**config.mk**
```make
export PLATFORM = sky130hd
export DESIGN_NAME = alu_activity_monitor
export DESIGN_NICKNAME = d
export VERILOG_FILES = /design/src/rtl/alu_mon_pkg.sv /design/src/rtl/alu_golden_model.sv /design/src/rtl/alu_activity_monitor.sv
export SDC_FILE = /design/constraint.sdc
export NUM_CORES = 1
export LEC_CHECK = 0
export BUFFER_PORTS_ARGS = -buffer_cell sky130_fd_sc_hd__clkbuf_2
export CORE_MARGIN = 2
export CORE_UTILIZATION = 54
export DETAILED_ROUTE_END_ITERATION = 7
export GPL_TIMING_DRIVEN = 1
export PLACE_DENSITY = 0.78
export SETUP_SLACK_MARGIN = 0.5
export SYNTH_ARGS = -nofsm -noshare
export SYNTH_HDL_FRONTEND = slang
export SYNTH_SLANG_ARGS = --single-unit
export TNS_END_PERCENT = 1
```
**constraint.sdc**
```tcl
create_clock -name clk -period 4.9 [get_ports clk]
set_input_delay 0.98 -clock clk [delete_from_list [all_inputs] [get_ports clk]]
set_output_delay 0.98 -clock clk [all_outputs]
set_load 0.01 [all_outputs]
```
**src/rtl/alu_mon_pkg.sv**
```systemverilog
// Shared definitions for the ALU activity monitor.
//   - RESP_W       : width of the ALU response vector {result,carry,zero,overflow}
//   - OP_*         : ALU opcode encodings used by the golden model
//   - mon_state_e  : monitor FSM states
//   - popcount7()  : bit count of a response-vector difference
package alu_mon_pkg;

    localparam int RESP_W = 7;

    localparam logic [1:0] OP_ADD = 2'b00;
    localparam logic [1:0] OP_SUB = 2'b01;
    localparam logic [1:0] OP_AND = 2'b10;
    localparam logic [1:0] OP_OR  = 2'b11;

    typedef enum logic [1:0] {
        ST_IDLE = 2'b00,
        ST_RUN  = 2'b01,
        ST_DONE = 2'b10
    } mon_state_e;

    // Number of set bits in a 7-bit vector (Hamming weight).
    function automatic logic [2:0] popcount7(input logic [RESP_W-1:0] v);
        logic [2:0] cnt;
        cnt = 3'd0;
        for (int i = 0; i < RESP_W; i++) begin
            cnt = cnt + {2'b00, v[i]};
        end
        return cnt;
    endfunction

endpackage

```
**src/rtl/alu_golden_model.sv**
```systemverilog
// Combinational reference 4-bit ALU.
// Ports:
//   a, b  : 4-bit operands
//   op    : opcode (ADD/SUB/AND/OR from alu_mon_pkg)
//   resp  : expected {result[3:0], carry, zero, overflow}
// SUB carry is the inverted borrow (1 = no borrow), produced as A + ~B + 1.
module alu_golden_model
    import alu_mon_pkg::*;
(
    input  logic [3:0]        a,
    input  logic [3:0]        b,
    input  logic [1:0]        op,
    output logic [RESP_W-1:0] resp
);

    logic [4:0] sum_s;
    logic [3:0] res_s;
    logic       carry_s;
    logic       ovf_s;

    // Reference ALU datapath.
    always_comb begin
        sum_s   = 5'd0;
        res_s   = 4'd0;
        carry_s = 1'b0;
        ovf_s   = 1'b0;
        case (op)
            OP_ADD: begin
                sum_s   = {1'b0, a} + {1'b0, b};
                res_s   = sum_s[3:0];
                carry_s = sum_s[4];
                ovf_s   = (a[3] == b[3]) && (sum_s[3] != a[3]);
            end
            OP_SUB: begin
                sum_s   = {1'b0, a} + {1'b0, ~b} + 5'd1;
                res_s   = sum_s[3:0];
                carry_s = sum_s[4];
                ovf_s   = (a[3] != b[3]) && (sum_s[3] != a[3]);
            end
            OP_AND: begin
                res_s = a & b;
            end
            OP_OR: begin
                res_s = a | b;
            end
            default: begin
                res_s = 4'd0;
            end
        endcase
    end

    assign resp = {res_s, carry_s, (res_s == 4'd0), ovf_s};

endmodule

```
**src/rtl/alu_activity_monitor.sv**
```systemverilog
// Captures a window of WINDOW accepted ALU samples, accumulating the Hamming
// distance between consecutive response vectors and (optionally) counting
// responses that disagree with a golden model. At the end of the window a
// one-cycle done pulse is issued together with a held anomaly verdict.
// Ports:
//   clk, rst_n            : clock, async active-low reset
//   start                 : begin a window (only honoured in IDLE)
//   sample_valid          : sample A/B/op and the response this cycle (RUN only)
//   A, B, op              : ALU stimulus
//   result, carry, zero, overflow : ALU response under test
//   busy, done            : RUN indicator, end-of-window pulse
//   toggle_count          : saturating toggle accumulator
//   mismatch_count        : saturating golden-compare failure count
//   first_mismatch_vec/_valid : {A,B,op} of the first failing sample
//   anomaly               : window verdict, held until the next start
// Build option: ALU_MON_GOLDEN_EN enables the golden comparison; without it the
// mismatch outputs stay 0 and anomaly reflects the toggle threshold only.
module alu_activity_monitor
    import alu_mon_pkg::*;
#(
    parameter int unsigned  WINDOW        = 1024,
    parameter logic [15:0]  TOGGLE_THRESH = 16'd2000
) (
    input  logic        clk,
    input  logic        rst_n,
    input  logic        start,
    input  logic        sample_valid,
    input  logic [3:0]  A,
    input  logic [3:0]  B,
    input  logic [1:0]  op,
    input  logic [3:0]  result,
    input  logic        carry,
    input  logic        zero,
    input  logic        overflow,
    output logic        busy,
    output logic        done,
    output logic [15:0] toggle_count,
    output logic [11:0] mismatch_count,
    output logic [9:0]  first_mismatch_vec,
    output logic        first_mismatch_valid,
    output logic        anomaly
);

    localparam logic [15:0] WINDOW_M1 = 16'(WINDOW - 1);

    mon_state_e         state_r;
    logic               busy_r;
    logic               done_r;
    logic [15:0]        toggle_count_r;
    logic [11:0]        mismatch_count_r;
    logic [9:0]         fm_vec_r;
    logic               fm_valid_r;
    logic               anomaly_r;
    logic [15:0]        sample_cnt_r;
    logic [RESP_W-1:0]  prev_vec_r;

    logic [RESP_W-1:0]  resp_s;
    logic [RESP_W-1:0]  golden_s;
    logic               mismatch_s;
    logic [16:0]        toggle_sum_s;
    logic [15:0]        toggle_next_s;
    logic [11:0]        mismatch_next_s;

    assign resp_s = {result, carry, zero, overflow};

    alu_golden_model u_golden (
        .a    (A),
        .b    (B),
        .op   (op),
        .resp (golden_s)
    );

`ifdef ALU_MON_GOLDEN_EN
    assign mismatch_s = (golden_s != resp_s);
`else
    logic unused_golden_s;
    assign unused_golden_s = ^golden_s;
    assign mismatch_s      = 1'b0;
`endif

    // Next values of the saturating accumulators for an accepted sample.
    always_comb begin
        toggle_sum_s    = {1'b0, toggle_count_r} + {14'd0, popcount7(resp_s ^ prev_vec_r)};
        toggle_next_s   = toggle_count_r;
        mismatch_next_s = mismatch_count_r;
        // The first sample of a window has no predecessor to toggle against.
        if (sample_cnt_r == 16'd0) begin
            toggle_next_s = toggle_count_r;
        end else if (toggle_sum_s[16]) begin
            toggle_next_s = 16'hFFFF;
        end else begin
            toggle_next_s = toggle_sum_s[15:0];
        end
        if (!mismatch_s) begin
            mismatch_next_s = mismatch_count_r;
        end else if (mismatch_count_r == 12'hFFF) begin
            mismatch_next_s = 12'hFFF;
        end else begin
            mismatch_next_s = mismatch_count_r + 12'd1;
        end
    end

    // Monitor FSM with all outputs registered.
    always_ff @(posedge clk or negedge rst_n) begin
        if (!rst_n) begin
            state_r          <= ST_IDLE;
            busy_r           <= 1'b0;
            done_r           <= 1'b0;
            toggle_count_r   <= 16'd0;
            mismatch_count_r <= 12'd0;
            fm_vec_r         <= 10'd0;
            fm_valid_r       <= 1'b0;
            anomaly_r        <= 1'b0;
            sample_cnt_r     <= 16'd0;
            prev_vec_r       <= {RESP_W{1'b0}};
        end else begin
            done_r <= 1'b0;
            case (state_r)
                ST_IDLE: begin
                    if (start) begin
                        state_r          <= ST_RUN;
                        busy_r           <= 1'b1;
                        toggle_count_r   <= 16'd0;
                        mismatch_count_r <= 12'd0;
                        fm_valid_r       <= 1'b0;
                        anomaly_r        <= 1'b0;
                        sample_cnt_r     <= 16'd0;
                    end else begin
                        state_r <= ST_IDLE;
                    end
                end
                ST_RUN: begin
                    if (sample_valid) begin
                        toggle_count_r   <= toggle_next_s;
                        mismatch_count_r <= mismatch_next_s;
                        prev_vec_r       <= resp_s;
                        sample_cnt_r     <= sample_cnt_r + 16'd1;
                        if (mismatch_s && !fm_valid_r) begin
                            fm_vec_r   <= {A, B, op};
                            fm_valid_r <= 1'b1;
                        end else begin
                            fm_valid_r <= fm_valid_r;
                        end
                        // The sample that completes the window is fully counted above.
                        if (sample_cnt_r == WINDOW_M1) begin
                            state_r <= ST_DONE;
                            busy_r  <= 1'b0;
                        end else begin
                            state_r <= ST_RUN;
                        end
                    end else begin
                        state_r <= ST_RUN;
                    end
                end
                ST_DONE: begin
                    state_r   <= ST_IDLE;
                    done_r    <= 1'b1;
                    anomaly_r <= (mismatch_count_r != 12'd0) || (toggle_count_r > TOGGLE_THRESH);
                end
                default: begin
                    state_r <= ST_IDLE;
                    busy_r  <= 1'b0;
                end
            endcase
        end
    end

    assign busy                 = busy_r;
    assign done                 = done_r;
    assign toggle_count         = toggle_count_r;
    assign mismatch_count       = mismatch_count_r;
    assign first_mismatch_vec   = fm_vec_r;
    assign first_mismatch_valid = fm_valid_r;
    assign anomaly              = anomaly_r;

endmodule

```
==> metrics.cfg <==
[status]
run_status=finished clean

[power_and_ir_drop]
power.share.switching_pct=38.6
p_int_mw=0.822
p_comb_share_pct=41.4
netSwitchingPower_mw=0.516
peakVddDrop_mv=0.410
leakagePower_nw=1.33
power_frac_seq_pct=38.0
power.share.clock_pct=20.6
p_per_area_mw_per_mm2=462

[yosys]
ys_warn_count=0
synthCells=277
ys_ff_latch=44
synth_edf_count=0
async_reset_ff_share_pct=100
yosysSeqAreaShare_pct=41.4
synth_commonest_cells=44 x dfrtp_1, 24 x buf_4, 22 x nand2_1, 22 x nor2_1, 18 x o21ai_0
yosys.cell_types.count=46
ys.flop_type=dfrtp_1
yosys-top-cells-area=dfrtp_1 41%, buf_4 6.8%, xor2_1 4.6%
syn_avg_cell_area_um2=9.61
netlist.top_cell.by_area=dfrtp_1
synth_top_area_share_pct=41.4
synth_area_mm2=0.00266
yosysMostFrequentCell=dfrtp_1

[timing]
setup_viol=0
relSlewSlack_pct=27.1
maxSlewViolCount=0
fmax_mhz=241
fin_setup_tns_ps=0
rsz0062_at_grt=false
period_share_pct=84.8
fin_skew_ps=4.62
finalCriticalPeriod_ps=4150
hold_viol=0
worstMarginPinSlew_ps=1090

[cts]
h-tree-depth=2
clk_pin_slew_ps=80
cts_tree=done
cts_setup_buffers=0
postCtsHoldBufs=0
cts_made_buffers=5
clk_latency_ps=300
cts_root_buffer=clkbuf_8
cts_resized=0
clock_path_buffers=2
cts.sinks=44

[finish]
fin_area_mm2=0.00290
drive_above_1_share_pct=16.7
n_antenna_cell=0
fillers=417
synthToLayoutAreaGrowth_pct=8.79
instances_no_fill=373
nets=339

[setup_path]
reg2reg_from=prev_vec_r[0]$_DFFE_PN0P_
critPathMaxFanout=8
critPathSlowestCell=fa_1
cpPeakStageDelay_ps=560
worst-path-buf-inv=3
critPathLaunchType=primary input
r2r_cells=13
crit_top_cell=fa_1
crit_path_end_kind=flip-flop
worstPathArrival_ps=4370
crit_path_end=toggle_count[14]$_DFFE_PN0P_
crit_chain=clkbuf_2 > xor2_1 > fa_1 > fa_1 > inv_1 > fa_1 > inv_1 > ha_1 > fa_1 > nand3_1 > a21o_4 > nor2_4 > and4b_1 > a211oi_1
worstSetupPathType=in -> reg
cp_top_family=adder cells
path_depth=14
cp_data_required_time_ps=5110
reg2reg_slack_ps=1120
crit_start=overflow
r2r-end=toggle_count[14]$_DFFE_PN0P_

[floorplan]
row_count=25
die_y_um=74.2
ios=63
die-area_mm2=0.00551
core_mm2=0.00475
start_util_pct=56.0
die_x_um=74.2

[global_route]
grt_max_degree=45
grtUsageTotal_pct=21.0
grt_pass1_vias=2003
antenna_found_initial=0
grt_pass1_wl_um=8880
grt_overflow=0

[placed_design]
dp.cells=365
port_buffers=29
dpl_cell_area_mm2=0.00277
place_congestion=0.889
dp_hpwl_um=3810

[drt]
drt_first_pass_iters=4
viasPerCell=5.51
routedWlPerCell_um=14.1
drcViolationCount=0
ant_nets=0
drt_iter0_drc=136
num_vias=2057
wirelength_um=5250

[min_path]
hold_path_class=reg -> reg

[flow_run]
drv_cap=0

==> area by class of cell <==
type                    instances  area, um^2  share of cell area [%]
repair buffers                 30         153                    5.27
clock buffers                   6        72.6                    2.51
well taps                      67        83.8                    2.89
flip-flops and latches         44        1100                    38.0
clock inverters                 2        35.0                    1.21
inverters                       8        30.0                    1.04
multi-input cells             216        1420                    49.1
==> logic make-up (layout without fill, tap and decap cells) <==
logic type      after synthesis  in the layout  share of synthesized area (%)
buf+inv                      39             46                           8.93
compound gates               50             50                           11.5
xor+xnor                     22             22                           7.24
mux                           9              9                           3.71
flops                        44             44                           41.4
fa+ha+maj                    13             13                           7.24
simple gates                 99             99                           19.9
other cells                   1             23                          0.141
==> metal layers <==
| layer | up-vias | global-route usage (%) | wire (um) | part of all wire, % |
|---|---|---|---|---|
| met5 | - | 0 | 0 | 0 |
| met4 | 0 | 9.72 | 112 | 2.1 |
| met3 | 15 | 5.28 | 298 | 5.7 |
| met2 | 65 | 32.3 | 2480 | 47 |
| met1 | 981 | 28.1 | 2350 | 45 |
| li1 | 996 | - | - | - |
==> power groups by stage <==
stage	combinational (mW)	clock, mW	sequential, mW
floorplan	0.409	0	0.514
global placement	0.531	0	0.512
detailed placement	0.551	0	0.514
CTS	0.557	0.279	0.508
global route	0.641	0.297	0.521
finish	0.553	0.276	0.509
==> worst min-delay path by stage <==
| stage | slack [ps] | endpoint | cells past startpoint | start |
|---|---|---|---|---|
| CTS | 540 | prev_vec_r[5]$_DFFE_PN0P_ | 1 | prev_vec_r[5]$_DFFE_PN0P_ |
| global placement | 510 | prev_vec_r[0]$_DFFE_PN0P_ | 1 | prev_vec_r[0]$_DFFE_PN0P_ |
| global route | 570 | prev_vec_r[5]$_DFFE_PN0P_ | 1 | prev_vec_r[5]$_DFFE_PN0P_ |
| finish | 540 | prev_vec_r[4]$_DFFE_PN0P_ | 1 | prev_vec_r[4]$_DFFE_PN0P_ |
| floorplan | 500 | prev_vec_r[0]$_DFFE_PN0P_ | 1 | prev_vec_r[0]$_DFFE_PN0P_ |
| detailed placement | 520 | prev_vec_r[5]$_DFFE_PN0P_ | 1 | prev_vec_r[5]$_DFFE_PN0P_ |
==> layout by cell type (no fill, tap or decap), drive strengths merged, types with 2 or more instances in the layout <==
cell,synthesis,routed
nor2,23,23
xnor2,8,8
inv,8,8
nor3,9,9
a31oi,5,5
and2,2,2
a41oi,2,2
and3,4,4
clkbuf,7,35
ha,9,9
or3,2,2
a211oi,5,5
a21oi,11,11
nand3,10,10
nand4,10,10
and4,3,3
conb,1,23
a21o,2,2
xor2,14,14
fa,4,4
o21ai,18,18
mux2i,2,2
nor4,6,6
dfrtp,44,44
nand2,22,22
mux2,7,7
==> flip-flops by register name, indices dropped and copies added, names as in the netlist <==
register / cells
toggle_count: 16
anomaly: 1
sample_cnt_r: 16
prev_vec_r: 7
done: 1
busy: 1
state_r: 2
==> stage by stage <==
step / setup WS (ps) / total power [mW] / hold WS, ps / util (%)
2_1_floorplan: 683 / 0.923 / 500 / -
3_5_place_dp: 253 / 1.07 / 518 / 58.3
6_report: 746 / 1.34 / 537 / 60.9
5_1_grt: 534 / 1.46 / 566 / 60.9
3_3_place_gp: 343 / 1.04 / 507 / 58.3
4_1_cts: 577 / 1.34 / 537 / 60.6
No activity file was read; power rests on OpenSTA's default activity.
